`config.mk`:
```
export PLATFORM = sky130hd
export DESIGN_NAME = uart_file_xfer
export DESIGN_NICKNAME = d
export VERILOG_FILES = /design/src/rtl/uart_xfer_pkg.sv /design/src/rtl/uart_tx_byte.sv /design/src/rtl/uart_file_xfer.sv
export SDC_FILE = /design/constraint.sdc
export NUM_CORES = 1
export LEC_CHECK = 0
export BUFFER_PORTS_ARGS = -buffer_cell sky130_fd_sc_hd__buf_4
export CAP_MARGIN = 20
export CORE_UTILIZATION = 40
export CTS_CLUSTER_SIZE = 25
export DETAILED_ROUTE_END_ITERATION = 6
export GPL_TIMING_DRIVEN = 0
export PLACE_DENSITY_LB_ADDON = 0.1
export SLEW_MARGIN = 20
export SYNTH_ARGS = -nofsm -noshare
export SYNTH_HDL_FRONTEND = slang
export SYNTH_SLANG_ARGS = --single-unit
```
`constraint.sdc`:
```
create_clock -name clk -period 4.4 [get_ports clk]
set_input_delay 0.44 -clock clk [delete_from_list [all_inputs] [get_ports clk]]
set_output_delay 0.44 -clock clk [all_outputs]
set_load 0.02 [all_outputs]
```
`src/rtl/uart_xfer_pkg.sv`:
```
// ----------------------------------------------------------------------------
// uart_xfer_pkg
// Shared definitions for the host file-transfer block:
//   - HDR_READ / HDR_WRITE : default header bytes ('R' / 'W')
//   - xfer_state_t         : top-level transfer state encoding
//   - hs_state_t           : byte-send handshake sub-state encoding
// ----------------------------------------------------------------------------
package uart_xfer_pkg;

   localparam logic [7:0] HDR_READ  = 8'h52;
   localparam logic [7:0] HDR_WRITE = 8'h57;

   typedef enum logic [3:0] {
      ST_IDLE,
      ST_SEND_HDR,
      ST_SEND_IDX_LO,
      ST_SEND_IDX_HI,
      ST_RD_BYTES,
      ST_WR_FETCH,
      ST_WR_LATCH,
      ST_DONE,
      ST_ERR
   } xfer_state_t;

   typedef enum logic [1:0] {
      HS_ISSUE,
      HS_WAIT_HI,
      HS_WAIT_LO
   } hs_state_t;

endpackage

```
`src/rtl/uart_tx_byte.sv`:
```
// ----------------------------------------------------------------------------
// uart_tx_byte
// Sends one byte to the UART core using a three-step handshake:
//   ISSUE   : wait for tx_busy low, present byte_in and pulse tx_en
//   WAIT_HI : wait for the core to raise tx_busy
//   WAIT_LO : wait for tx_busy low again, then pulse sent
// Ports:
//   clk, reset  : clock, synchronous active-high reset
//   send        : held high by the parent while it wants a byte sent
//   byte_in     : byte to send (must be stable while send is high)
//   tx_busy     : UART transmitter busy
//   tx_data     : byte to the UART core, held from ISSUE until WAIT_LO exits
//   tx_en       : one-cycle transmit strobe
//   sent        : one-cycle pulse when the handshake completes
// ----------------------------------------------------------------------------
module uart_tx_byte
   import uart_xfer_pkg::*;
(
   input  logic       clk,
   input  logic       reset,
   input  logic       send,
   input  logic [7:0] byte_in,
   input  logic       tx_busy,
   output logic [7:0] tx_data,
   output logic       tx_en,
   output logic       sent
);

   hs_state_t  r_hs;
   hs_state_t  w_hs_next;
   logic [7:0] r_hold;

   always_ff @(posedge clk) begin
      if (reset) begin
         r_hs   <= HS_ISSUE;
         r_hold <= 8'h00;
      end else begin
         r_hs <= w_hs_next;
         if (tx_en) begin
            r_hold <= byte_in;
         end
      end
   end

   // tx_en is combinational on tx_busy so the strobe can never land in a
   // cycle where the core already reports busy.
   always_comb begin
      w_hs_next = r_hs;
      tx_en     = 1'b0;
      sent      = 1'b0;
      tx_data   = r_hold;
      case (r_hs)
         HS_ISSUE: begin
            tx_data = send ? byte_in : 8'h00;
            if (send && !tx_busy && !reset) begin
               tx_en     = 1'b1;
               w_hs_next = HS_WAIT_HI;
            end
         end
         HS_WAIT_HI: begin
            if (tx_busy) begin
               w_hs_next = HS_WAIT_LO;
            end
         end
         HS_WAIT_LO: begin
            if (!tx_busy) begin
               sent      = 1'b1;
               w_hs_next = HS_ISSUE;
            end
         end
         default: w_hs_next = HS_ISSUE;
      endcase
   end

endmodule

```
`src/rtl/uart_file_xfer.sv`:
```
// ----------------------------------------------------------------------------
// uart_file_xfer
// Runs one host file transfer per accepted request: header byte, file index
// (LSB first), then a byte stream from the UART into memory (read) or from
// memory out to the UART (write). Pulses done on completion, err on RX timeout.
// Ports:
//   clk, reset                  : clock, synchronous active-high reset
//   start, rw, file_index       : request strobe, direction (1 = read), file id
//   mem_start, mem_end          : inclusive byte window
//   busy, done, err             : status; done/err are one-cycle pulses
//   mem_addr/mem_wdata/mem_we   : feature-memory port (write strobe)
//   mem_rdata                   : read data, one cycle after mem_addr
//   tx_data/tx_en/tx_busy       : UART transmit side
//   rx_data/rx_rdy              : UART receive side
// ----------------------------------------------------------------------------
module uart_file_xfer
   import uart_xfer_pkg::*;
#(
   parameter int unsigned ADDR_W     = 16,
   parameter logic [7:0]  HDR_READ   = uart_xfer_pkg::HDR_READ,
   parameter logic [7:0]  HDR_WRITE  = uart_xfer_pkg::HDR_WRITE,
   parameter logic [23:0] RX_TIMEOUT = 24'd10000000
)(
   input  logic              clk,
   input  logic              reset,
   input  logic              start,
   input  logic              rw,
   input  logic [15:0]       file_index,
   input  logic [ADDR_W-1:0] mem_start,
   input  logic [ADDR_W-1:0] mem_end,
   output logic              busy,
   output logic              done,
   output logic              err,
   output logic [ADDR_W-1:0] mem_addr,
   output logic [7:0]        mem_wdata,
   output logic              mem_we,
   input  logic [7:0]        mem_rdata,
   output logic [7:0]        tx_data,
   output logic              tx_en,
   input  logic              tx_busy,
   input  logic [7:0]        rx_data,
   input  logic              rx_rdy
);

   xfer_state_t       r_state;
   xfer_state_t       w_state_next;
   logic              r_rw;
   logic [15:0]       r_idx;
   logic [ADDR_W-1:0] r_start;
   logic [ADDR_W-1:0] r_end;
   logic [ADDR_W-1:0] r_ptr;
   logic [7:0]        r_wbyte;
   logic              r_cap;
   logic [23:0]       r_idle;

   logic              w_send;
   logic [7:0]        w_byte;
   logic              w_sent;
   logic              w_last;
   logic              w_empty;
   logic              w_timeout;
   logic              w_rd_write;

   assign w_last     = (r_ptr == r_end);
   assign w_empty    = (r_end < r_start);
   // Counter is zero in the cycle after entry/rx_rdy, so comparing against
   // RX_TIMEOUT-1 makes ERR follow RX_TIMEOUT cycles of silence.
   assign w_timeout  = (RX_TIMEOUT != 24'd0) && (r_idle == RX_TIMEOUT - 24'd1);
   assign w_rd_write = (r_state == ST_RD_BYTES) && rx_rdy;

   uart_tx_byte u_tx_byte (
      .clk     (clk),
      .reset   (reset),
      .send    (w_send),
      .byte_in (w_byte),
      .tx_busy (tx_busy),
      .tx_data (tx_data),
      .tx_en   (tx_en),
      .sent    (w_sent)
   );

   always_comb begin
      w_state_next = r_state;
      w_send       = 1'b0;
      w_byte       = 8'h00;
      case (r_state)
         ST_IDLE: begin
            if (start) begin
               w_state_next = ST_SEND_HDR;
            end
         end
         ST_SEND_HDR: begin
            w_send = 1'b1;
            w_byte = r_rw ? HDR_READ : HDR_WRITE;
            if (w_sent) begin
               w_state_next = ST_SEND_IDX_LO;
            end
         end
         ST_SEND_IDX_LO: begin
            w_send = 1'b1;
            w_byte = r_idx[7:0];
            if (w_sent) begin
               w_state_next = ST_SEND_IDX_HI;
            end
         end
         ST_SEND_IDX_HI: begin
            w_send = 1'b1;
            w_byte = r_idx[15:8];
            if (w_sent) begin
               if (w_empty) begin
                  w_state_next = ST_DONE;
               end else if (r_rw) begin
                  w_state_next = ST_RD_BYTES;
               end else begin
                  w_state_next = ST_WR_FETCH;
               end
            end
         end
         ST_RD_BYTES: begin
            if (rx_rdy) begin
               if (w_last) begin
                  w_state_next = ST_DONE;
               end
            end else if (w_timeout) begin
               w_state_next = ST_ERR;
            end
         end
         ST_WR_FETCH: begin
            w_state_next = ST_WR_LATCH;
         end
         ST_WR_LATCH: begin
            // First WR_LATCH cycle captures mem_rdata; the send starts after.
            w_send = r_cap;
            w_byte = r_wbyte;
            if (w_sent) begin
               w_state_next = w_last ? ST_DONE : ST_WR_FETCH;
            end
         end
         ST_DONE: w_state_next = ST_IDLE;
         ST_ERR:  w_state_next = ST_IDLE;
         default: w_state_next = ST_IDLE;
      endcase
   end

   always_ff @(posedge clk) begin
      if (reset) begin
         r_state <= ST_IDLE;
         r_rw    <= 1'b0;
         r_idx   <= 16'h0000;
         r_start <= '0;
         r_end   <= '0;
         r_ptr   <= '0;
         r_wbyte <= 8'h00;
         r_cap   <= 1'b0;
         r_idle  <= 24'd0;
      end else begin
         r_state <= w_state_next;

         if (r_state == ST_IDLE && start) begin
            r_rw    <= rw;
            r_idx   <= file_index;
            r_start <= mem_start;
            r_end   <= mem_end;
            r_ptr   <= mem_start;
         end

         // Equality stop test: ptr is never advanced past mem_end.
         if (w_rd_write && !w_last) begin
            r_ptr <= r_ptr + ADDR_W'(1);
         end
         if (r_state == ST_WR_LATCH && w_sent && !w_last) begin
            r_ptr <= r_ptr + ADDR_W'(1);
         end

         if (r_state == ST_WR_LATCH) begin
            if (!r_cap) begin
               r_wbyte <= mem_rdata;
            end
            r_cap <= 1'b1;
         end else begin
            r_cap <= 1'b0;
         end

         if (r_state != ST_RD_BYTES || rx_rdy) begin
            r_idle <= 24'd0;
         end else begin
            r_idle <= r_idle + 24'd1;
         end
      end
   end

   assign busy      = (r_state != ST_IDLE) && (r_state != ST_DONE) && (r_state != ST_ERR);
   assign done      = (r_state == ST_DONE) && !reset;
   assign err       = (r_state == ST_ERR) && !reset;
   assign mem_we    = w_rd_write && !reset;
   assign mem_wdata = mem_we ? rx_data : 8'h00;
   assign mem_addr  = r_ptr;

endmodule

```
Word level (Yosys, flattened, before mapping)
Index checks and enable logic that the tools add are counted.

Bits in registers: 112. Bits of input ports: 70. Output and inout bits: 37. Logic and storage cells: 95.

$add $sub $neg: 2. Order comparisons: 1. Eq/ne operators: 25. Mux-type cells: 30. Bitwise gates (word level): 1. Reductions and logical operators: 25.

Operators with widths (number): 2-to-1 mux 16 bit (3); 2-to-1 mux 4 bit (8); case mux 8 bit (4 select lines) (1); case mux 4 bit (7 select lines) (1); adder 24 x 1 -> 24 bit (second input constant) (1); == test 24 bit (second input constant) (1); 2-to-1 mux 8 bit (3); adder 16 x 1 -> 16 bit (second input constant) (1); == test 16 bit (1); == test 4 x 3 -> 1 bit (second input constant) (4); < comparator 16 bit (1); != test 2 bit (second input constant) (7); logical AND 1 bit (12); 2-to-1 mux 2 bit (5); == test 4 x 2 -> 1 bit (second input constant) (2); != test 4 x 3 -> 1 bit (second input constant) (2); AND reduction 7 bit (1); 2-to-1 mux 1 bit (6); != test 3 bit (second input constant) (2); case mux 2 bit (3 select lines) (1); == test 4 x 1 -> 1 bit (second input constant) (1); == test 4 bit (second input constant) (1); logical NOT 4 bit (1); != test 4 bit (second input constant) (1); other kinds (15) (17).

Logic depth before layout (Yosys ltp)
Depth in word-level cells: 7. Mapped depth: 8. Gate-level depth less buffers: 8.

Hierarchy
From an unflattened synthesis, not the netlist that was laid out.

Cell total of the unflattened synthesis: 732. Area, all modules: 5706.7 µm².

Modules (own cells, without submodules): uart_file_xfer (times used 1, cells each 659, area each 5102.4 µm², sequential area each 2042.0 µm²); uart_tx_byte (times used 1, cells each 73, area each 604.3 µm², sequential area each 200.2 µm²).

Worst setup path after synthesis
OpenSTA, ideal clock, no wires.

Kind: reg-to-output. Start point: register r_state[2]. End point: output mem_wdata[0]. Arrival: 1.748 ns. Data required time: 3.960 ns. Slack: 2.212 ns. Cell stages (with the launch flop): 5. Path buffers: 1. Cell sequence: dfxtp_1 -> buf_2 -> nand3b_1 -> nor3_1 -> and2_1.

Cells in the longest elaborated chain, start to end: 4.

RTL lines: start, declared (line uart_file_xfer.sv:45) `xfer_state_t r_state;`; start signal, assigned (line uart_file_xfer.sv:157) `r_state <= w_state_next;`; == test 4 x 3 -> 1 bit (line uart_file_xfer.sv:69) `assign w_rd_write = (r_state == ST_RD_BYTES) && rx_rdy;`; logical AND 1 bit (line uart_file_xfer.sv:69); logical AND 1 bit (line uart_file_xfer.sv:195) `assign mem_we = w_rd_write && !reset;`; named net mem_we (line uart_file_xfer.sv:36) `output logic mem_we,`; 2-to-1 mux 8 bit (line uart_file_xfer.sv:196) `assign mem_wdata = mem_we ? rx_data : 8'h00;`; end, declared (line uart_file_xfer.sv:35) `output logic [7:0] mem_wdata,`.

The timed path passes the listed nets, and every way through them passes these cells.

Final worst setup path
Start point: register r_state[2]. End point: output tx_data[3].

Cells in the longest elaborated chain, start to end: 5. Elaborated cells between the ends (all ways): 9. Classes of those cells: eq/ne: 4; mux: 4; reduce/logical: 1.

RTL lines: == test 4 x 2 -> 1 bit or == test 4 x 1 -> 1 bit (tied branches) (line uart_file_xfer.sv:86) `case (r_state)`; OR reduction 3 bit (no source line); case mux 1 bit (2 select lines) (line uart_file_xfer.sv:86); 2-to-1 mux 8 bit (*) (line uart_tx_byte.sv:54) `tx_data = send ? byte_in : 8'h00;`; 2-to-1 mux 8 bit (*) (line uart_tx_byte.sv:52) `case (r_hs)`; end, declared (line uart_file_xfer.sv:38) `output logic [7:0] tx_data,`.

Mark *: on every way between the ends. The rest lies on a longest branch, timed or not.

==> flow_results.org <==
** Power
- For this design the static power due to leakage is 0.00272 uW.
- Dividing total power by cell area gives a power density of 486 nW/um2.
- Total power :: 3350 uW
- VDD sags by at most 0.222 mV.

** Logic synthesis
- Cell area after technology mapping :: 5600 um2
- Number of flip-flops and latches in the synthesized netlist :: 112
- Yosys attributes the largest share of cell area to dfxtp_1, nand2_1, a21oi_1, xor2_1, ha_1.
- Number of unique standard cell types used by synthesis :: 57
- For this run, asynchronously set or reset flops after synthesis account for 0.
- The most used flip-flop cell after synthesis is dfxtp_1.
- Synthesis handed over a netlist of 708 instances.
- Avg Inst Size Synth :: 7.91 um2
- Syn Nets :: 795
- Of the post-synthesis cell area, the dominant cell type holds 0.400.
- Cell taking the most area after synthesis :: dfxtp_1
- Yosys mapped a number of flops with a built-in enable equal to 0.
- Count of yosys warnings during synthesis :: 0
- Of the synthesized area, sequential elements account for 0.400.

** Drt
- Aggregate routed wire length :: 16,400 um
- Number of DRC markers after the initial detailed-route iteration :: 452
- The first detailed-routing pass ran for 5 iterations.
- Antenna Violating Nets Remaining :: 0
- Number of vias in the routed layout :: 5,343
- Met1 routed wirelength after detailed routing :: 7860 um
- Highest signal layer in the routed design :: met4
- Routed wl met2 :: 7380 um
- Wire segments on met3 add up to 940 um in the final route.
- Dividing the detail-routed wire length by the instance count gives 16.3 um.
- Ratio of routed vias to standard cells :: 5.31
- Residual DRC :: 0

** Critical path
- In this run the worst path has a maximum fanout of 10.
- STA classifies the critical path startpoint as a register.
- Required time of the critical path :: 3.96 ns
- Data arrival at the endpoint of the critical path :: 2.35 ns
- STA classifies the critical path endpoint as an output port.
- Type of the worst setup path :: reg2out

** STA
- Final number of setup-violating endpoints :: 0
- Slew Limit Headroom :: 0.511
- For the final routed database, the setup TNS stands at 0 ns.
- For the pin with the worst max-slew slack, the measured transition is 0.733 ns.
- Hold slack final :: 0.279 ns
- In the finished design, the share of the clock period the worst path needs comes to 0.634.
- Number of hold violations in the final report :: 0
- Once routing completed, OpenROAD measured the worst setup slack at 1.61 ns.
- Unrepaired setup endpoints after global routing :: no
- Final Max Slew Viols :: 0
- Minimum period implied by the final worst setup slack :: 2.79 ns
- Between clock sinks in the finished design, the worst skew comes to 0.0157 ns.
- Based on the critical path, the design can be clocked at up to 0.359 GHz.

** Global route
- Summed over all layers, the global routing overflow is 0.
- Wire length of the first global-routing pass :: 26,200 um
- Aggregate global-route resource usage :: 0.233
- Number of global-route vias before repair :: 5,020
- Largest net degree at the start of global routing :: 17
- The initial antenna violation count is 0.

** Die
- The initial utilization of the core area, before any placement, comes to 0.416.
- The core region is 13,500 um2.
- Die Footprint :: 14,500 um2
- Row generation in the floorplan step produced 42 rows.
- The die is 120 um wide.
- In this run the count of I/O pins placed on the die edge is 107.
- Vertical die dimension :: 120 um

** Job
- Max cap viols :: 0

** Placement
- After legalization and detailed placement, the total HPWL measured 12,500 um.
- The count of buffers added on input and output ports is 106.
- Worst slack after detailed placement :: 1.96 ns
- The congestion estimate from routability-driven global placement came to 0.874.

** Clock network
- Number of buffers inserted by hold repair at cts :: 0
- Buffer count from post-CTS setup fixing :: 0
- No sink is reached through more buffers than the 2 on the longest clock path.
- H-tree depth :: 3
- Once the clock tree was built, the resizer swapped 0 gates to a different size.
- The root buffer cell chosen for the clock tree is clkbuf_16.
- Clock insertion delay at the later pin of the skew report :: 0.36 ns
- Reg clk slew, reported paths :: 0.07 ns
- Number of CTS-inserted buffers :: 9
- Clock tree from TritonCTS :: built
- Clock tree sinks :: 112

** Layout
- The number of antenna diodes in the final layout is 0.
- Leading cell types in the layout, fill and taps excluded :: nand2_1, dfxtp_1, buf_4
- Compared with the post-synthesis result, the final layout area differs by 23.2%.
- Leaving out fill and tap cells, the most frequent cell in the layout is nand2_1.
- The net count of the finished layout is 912.
- Share of post-route cells with drive strength above 1 :: 0.177

** Outcome
- The run finished with clean final reports.

** Min path
- The tightest min-delay check is of the in2reg type.
## sequential cells by signal, summed over array words and instances (netlist names)
signal            cells
r_cap                 1
r_wbyte               8
r_idx                16
r_rw                  1
r_end                16
mem_addr             16
r_idle               24
r_state               4
u_tx_byte.r_hold      8
u_tx_byte.r_hs        2
r_start              16
## cells by family (layout without fill, tap and decap cells)
family                   count (synthesis)  count (layout)  synth area share
AO/OA/AOI/OAI                          159             159             0.174
XOR/XNOR                                38              38            0.0594
adder cells (fa/ha/maj)                 17              17            0.0380
buffers and inverters                   65             187            0.0511
flip-flops                             112             112             0.400
multiplexers                             8               8            0.0145
AND/OR/NAND/NOR                        309             309             0.263
## synthesized netlist by cell type (6+ instances only)
| cell | number |
|---|---|
| inv_1 | 27 |
| and3_1 | 15 |
| xnor2_1 | 10 |
| xor2_1 | 28 |
| nor3_1 | 19 |
| buf_2 | 9 |
| clkbuf_1 | 22 |
| a21oi_1 | 71 |
| nand3_1 | 23 |
| nand2b_1 | 8 |
| nand2_1 | 140 |
| ha_1 | 17 |
| dfxtp_1 | 112 |
| mux2i_1 | 7 |
| nand4_1 | 9 |
| and2_1 | 10 |
| o21ai_0 | 31 |
| a31oi_1 | 8 |
| nor2_1 | 53 |
| a211oi_1 | 10 |
| or3_1 | 6 |
## power breakdown
part / leakage (uW) / switching [uW] / internal, uW
combinational: 0.00167 / 764 / 470
clock: 0.000140 / 378 / 440
sequential: 0.000913 / 148 / 1150
## cell type report
class	instances	area [um2]
Inverter	28	105
Fill cell	1374	6550
Tap cell	176	220
Clock buffer	12	236
Buffer	37	181
Multi-Input combinational cell	531	3070
Sequential cell	112	2240
Clock inverter	4	45.0
Timing Repair Buffer	106	796
## per-stage QoR
step                      std cells   util  instance area (um2)
after CTS                      1006  0.513                 6900
after floorplan                 708      -                 5600
after detailed placement        990  0.492                 6620
final                          1006  0.513                 6900
after global placement          990  0.492                 6620
after global routing           1006  0.513                 6900
## final timing paths
kind / start / endpoint / slack, ns / depth (start not counted)
worst min register to register: r_start[0] / r_start[0] / 0.46 / 2
worst min-delay path: tx_busy / u_tx_byte.r_hs[0] / 0.28 / 2
worst max register to register: mem_addr[0] / mem_addr[12] / 2.19 / 6
worst max-delay path: r_state[2] / tx_data[3] / 1.61 / 6
## metal layers
metal  track usage  up-vias
li1              -     2685
met1         0.331     2490
met2         0.362      154
met3        0.0340       14
met4        0.0779        0
met5             0        -
## critical path, stage by stage (launching register included)
cell	delay [ns]
dfxtp_1	0.44
buf_2	0.25
nand2_1	0.17
nor3_1	0.47
a222oi_1	0.22
o21ai_0	0.26
buf_4	0.18
Note: power is estimated with default switching activity, not from simulation.
